`src/rtl/mux_rr_nx1.sv`:
```
// mux_rr_nx1: N-to-1 valid/ready mux, manual select or round-robin; MUX_PKT_LOCK_EN adds packet lock.
// Latency: 1 cycle from input transfer to out_valid; sustains 1 beat/cycle.
// Backpressure: out_valid && !out_ready holds the output register and drops every in_ready.
module mux_rr_nx1 #(
    parameter int WIDTH    = 8,
    parameter int CHANNELS = 4,
    parameter int SEL_W    = 2
) (
    input  logic                      clk,
    input  logic                      rst,
    input  logic                      mode,
    input  logic [SEL_W-1:0]          sel,
    input  logic [CHANNELS*WIDTH-1:0] in_data,
    input  logic [CHANNELS-1:0]       in_valid,
    output logic [CHANNELS-1:0]       in_ready,
`ifdef MUX_PKT_LOCK_EN
    input  logic [CHANNELS-1:0]       in_last,
    output logic                      out_last,
`endif
    output logic [WIDTH-1:0]          out_data,
    output logic [SEL_W-1:0]          out_ch,
    output logic                      out_valid,
    input  logic                      out_ready
);

    logic [SEL_W-1:0] ptr;
    logic [SEL_W-1:0] rr_idx;
    logic [SEL_W-1:0] rr_g;
    logic             rr_hit;
    logic [SEL_W-1:0] grant;
    logic             grant_vld;
    logic [WIDTH-1:0] grant_dat;
    logic             load_en;
    logic             xfer;
`ifdef MUX_PKT_LOCK_EN
    logic             lock;
    logic [SEL_W-1:0] lock_ch;
`endif

    // Walk farthest-to-nearest so the first valid channel after ptr wins.
    always_comb begin
        rr_hit = 1'b0;
        rr_g   = '0;
        rr_idx = '0;
        for (int i = CHANNELS; i >= 1; i--) begin
            rr_idx = SEL_W'((int'(ptr) + i) % CHANNELS);
            if (in_valid[rr_idx]) begin
                rr_hit = 1'b1;
                rr_g   = rr_idx;
            end
        end
    end

    always_comb begin
        grant_vld = 1'b0;
        grant     = '0;
        if (!mode) begin
            if (int'(sel) < CHANNELS) begin
                grant_vld = in_valid[sel];
                grant     = sel;
            end
        end
`ifdef MUX_PKT_LOCK_EN
        else if (lock) begin
            grant_vld = in_valid[lock_ch];
            grant     = lock_ch;
        end
`endif
        else begin
            grant_vld = rr_hit;
            grant     = rr_g;
        end
    end

    assign load_en = !rst && (!out_valid || out_ready);
    assign xfer    = load_en && grant_vld;

    always_comb begin
        in_ready  = '0;
        grant_dat = '0;
        for (int k = 0; k < CHANNELS; k++) begin
            if (grant == SEL_W'(k)) begin
                in_ready[k] = xfer;
                grant_dat   = in_data[k*WIDTH +: WIDTH];
            end
        end
    end

    always_ff @(posedge clk or posedge rst) begin
        if (rst) begin
            out_valid <= 1'b0;
            out_data  <= '0;
            out_ch    <= '0;
            ptr       <= SEL_W'(CHANNELS - 1);
`ifdef MUX_PKT_LOCK_EN
            out_last  <= 1'b0;
            lock      <= 1'b0;
            lock_ch   <= '0;
`endif
        end else if (load_en) begin
            out_valid <= grant_vld;
            if (grant_vld) begin
                out_data <= grant_dat;
                out_ch   <= grant;
                if (mode) begin
                    ptr <= grant;
                end
`ifdef MUX_PKT_LOCK_EN
                out_last <= in_last[grant];
                // Lock only tracks round-robin packets; manual traffic leaves it alone.
                if (mode) begin
                    lock    <= !in_last[grant];
                    lock_ch <= grant;
                end
`endif
            end
        end
    end

endmodule

```
`config.mk`:
```
export PLATFORM = sky130hd
export DESIGN_NAME = mux_rr_nx1
export DESIGN_NICKNAME = d
export VERILOG_FILES = /design/src/rtl/mux_rr_nx1.sv
export SDC_FILE = /design/constraint.sdc
export NUM_CORES = 1
export LEC_CHECK = 0
export ABC_AREA = 1
export BUFFER_PORTS_ARGS = -buffer_cell sky130_fd_sc_hd__buf_2
export CAP_MARGIN = 40
export CORE_ASPECT_RATIO = 0.8
export CORE_UTILIZATION = 42
export CTS_CLUSTER_DIAMETER = 120
export CTS_CLUSTER_SIZE = 30
export DETAILED_ROUTE_END_ITERATION = 10
export PLACE_DENSITY = 0.79
export SLEW_MARGIN = 30
export SYNTH_ARGS = -nofsm -noshare
export SYNTH_HDL_FRONTEND = slang
export SYNTH_SLANG_ARGS = --single-unit
```
`constraint.sdc`:
```
create_clock -name clk -period 2.1 [get_ports clk]
set_clock_uncertainty 0.1 [all_clocks]
set_input_delay 0.42 -clock clk [delete_from_list [all_inputs] [get_ports clk]]
set_output_delay 0.42 -clock clk [all_outputs]
set_load 0.01 [all_outputs]
```
==> impl_metrics.tcl <==
set metrics [dict create \
    status "finished with violations" \
    violations "negative setup slack" \
    crit_buf_inv 4 \
    fmax_ghz 0.385 \
    drive_gt1_share_pct 52.7 \
    vias_per_cell 5.34 \
    h-tree-depth 1 \
    tritoncts "built" \
    maxCapViolCount 0 \
    detail-route-antenna-nets 0 \
    crit_type "flop to output pin" \
    drv_slew 0 \
    power_mw 2.83 \
    cts_num_sinks 13 \
    fin_crit_ns 2.60 \
    rows 17 \
    synth_area_leaders "dfrtp_1 22%, nand2_1 17%, nand3_1 7.9%" \
    leakagePower_nw 1.17 \
    setup_ws_ns -0.495 \
    slew_headroom_pct 80.8 \
    setup_viol 13 \
    crit_family "simple AND/OR/NAND/NOR gates" \
    n_antenna_cell 0 \
    netlist_instances 193 \
    path_max_fanout 5 \
    cts-root-buf "clkbuf_8" \
    arrival_ns 2.08 \
    die_x_um 63.5 \
    die_h_um 51.2 \
    hp-class "input port to asynchronous set/reset pin" \
    dp_hpwl_mm 2.71 \
    grt_max_degree 19 \
    r2r_slack_ns -0.30 \
    cts_buffers 3 \
    max_stage_delay_ns 0.60 \
    start_kind "flop" \
    ys_seq_area_share_pct 25.8 \
    cp-end-kind "output pin" \
    rsz0062_at_grt "true" \
    avgSynthCellArea_um2 6.58 \
    synthDominantCellAreaShare_pct 21.7 \
    wirelength_mm 4.74 \
    ir_worst_vdd_mv 0.583 \
    grt_overflow_total 0 \
    cpMaxStageDelayCell "dfstp_2" \
    grt_pass1_wl_mm 6.37 \
    ys_types 24 \
    dr.pass1.iters 4 \
    final_nets 322 \
    period_share_pct 124 \
    area_growth_pct 64.4 \
    path_clk_slew_ns 0.06 \
    placed_area_um2 1700 \
    ys_warn_count 0 \
    worstMarginPinSlew_ns 0.287 \
    cts_buffer_depth 2 \
    port_buffers 56 \
    num_vias 1692 \
    yosysTopAreaCell "dfrtp_1" \
    drtIter0Drc 96 \
    netlist_area_um2 1270 \
    die_area_um2 3250 \
    post-route-drc-count 0 \
    gp_congestion 0.875 \
    grt_pass1_vias 1364 \
    crit_required_ns 1.58 \
    antenna_found_initial 0 \
    grt_usage_pct 25.4 \
    ios 57 \
    routedWlPerCell_um 15.0 \
    initial_core_util_pct 45.2 \
    power.density_nw_per_um2 1360 \
    final_util_pct 74.4 \
    worstPathCellList "buf_6, nand2_2, nand3_2, nand2_1, inv_2, nand3_2, nand2_1, nand2_1, nand2_2, nand2_4, buf_6, nor3_2, buf_2" \
    ys_ff_latch 13 \
    core_area_um2 2810 \
    clk_latency_ns 0.25 \
    synth_fp_nets 235 \
    hold_viol_final 0 \
    crit_top_cell "nand2_1" \
    finalSetupTns_ns -3.80 \
    fin_area_um2 2090 \
]
==> synthesized netlist by cell type (all sizes together) <==
master and n:
buf 6, or2 1, clkbuf 2, a21oi 4, dfrtp 11, dfstp 2, o21bai 3, nand3b 7
nor3 5, nand4 13, o211ai 1, inv 28, o21ai 11, nor2 6, nand3 21, nand2 72
==> metal layers <==
layer  vias to the layer above  wire, um  global-route usage [%]
li1                        800         -                       -
met1                       787      2000                    32.6
met2                        85      2320                    42.2
met3                        20       279                    6.03
met4                         0       140                    7.95
met5                         -         0                       0
==> cell type report <==
class / instances / area (um^2)
multi-input combinational: 144 / 948
fill: 212 / 719
timing repair buffer: 90 / 607
sequential: 13 / 328
inverter: 28 / 113
tap: 38 / 47.5
clock buffer: 4 / 45.0
==> kinds of logic (layout without fill, tap and decap cells) <==
group	count (synthesis)	in the layout	share of synthesized area, %
and+or+nand+nor	125	125	48.5
buffers and inverters	36	122	15.7
DFF	13	13	25.8
AOI/OAI and AO/OA	19	19	10.0
==> worst min-delay path, cell delays in order <==
cell	delay, ns
buf_2	0.09
inv_1	0.05
buf_4	0.21
==> sequential cells by signal, indices dropped and copies added (netlist names) <==
register	count
out_ch	2
out_data	8
out_valid	1
ptr	2
==> through the flow <==
step                      instances  setup slack, ns  hold slack (ns)
after floorplan                 193           -0.101            0.201
after global placement          299           -0.126            0.342
after detailed placement        299           -0.148            0.345
after CTS                       310           -0.387           0.0840
after global routing            317           -0.611           0.0862
final                           317           -0.495           0.0687
==> power by group <==
group | leakage [nW] | switching [mW] | internal [mW] | total (mW)
Combinational | 0.991 | 1.20 | 0.934 | 2.13
Sequential | 0.156 | 0.0883 | 0.379 | 0.467
Clock | 0.0228 | 0.0976 | 0.135 | 0.232
==> layout by cell type (no fill, tap or decap), types with 2 or more instances in the layout <==
master and n:
buf_4 22, nand2_1 47, o21ai_0 10, nand4_1 13
nor3_4 2, dfrtp_1 11, nor2_2 2, buf_6 9
dfstp_2 2, clkbuf_8 3, nand3_1 15, inv_2 4
nor3_2 2, buf_2 56, nand2_2 8, a21oi_4 2
nand3_2 5, o21bai_2 3, nand3b_1 7, inv_1 22
nor2_1 3, nand2_4 16
==> worst paths after layout <==
path	startpoint	endpoint	depth (start not counted)
worst max-delay path	ptr[0]$_DFFE_PP1P_	in_ready[0]	13
worst min-delay path	rst	out_data[7]$_DFFE_PP0N_	3
worst max register to register	ptr[0]$_DFFE_PP1P_	out_data[1]$_DFFE_PP0N_	17
worst min register to register	out_data[1]$_DFFE_PP0N_	out_data[1]$_DFFE_PP0N_	2
max in group asynchronous	rst	ptr[0]$_DFFE_PP1P_	3
min in group clk	out_data[1]$_DFFE_PP0N_	out_data[1]$_DFFE_PP0N_	2
==> repair_timing <==
item / in CTS / in global routing
setup buffers: 5 / 9
endpoints found under the setup margin: 12 / 13
pin swaps: 10 / 26
gates resized for setup: 20 / 39
gates cloned: 2 / 2
hold buffers: 0 / 0
(Power assumes the default switching activity.)
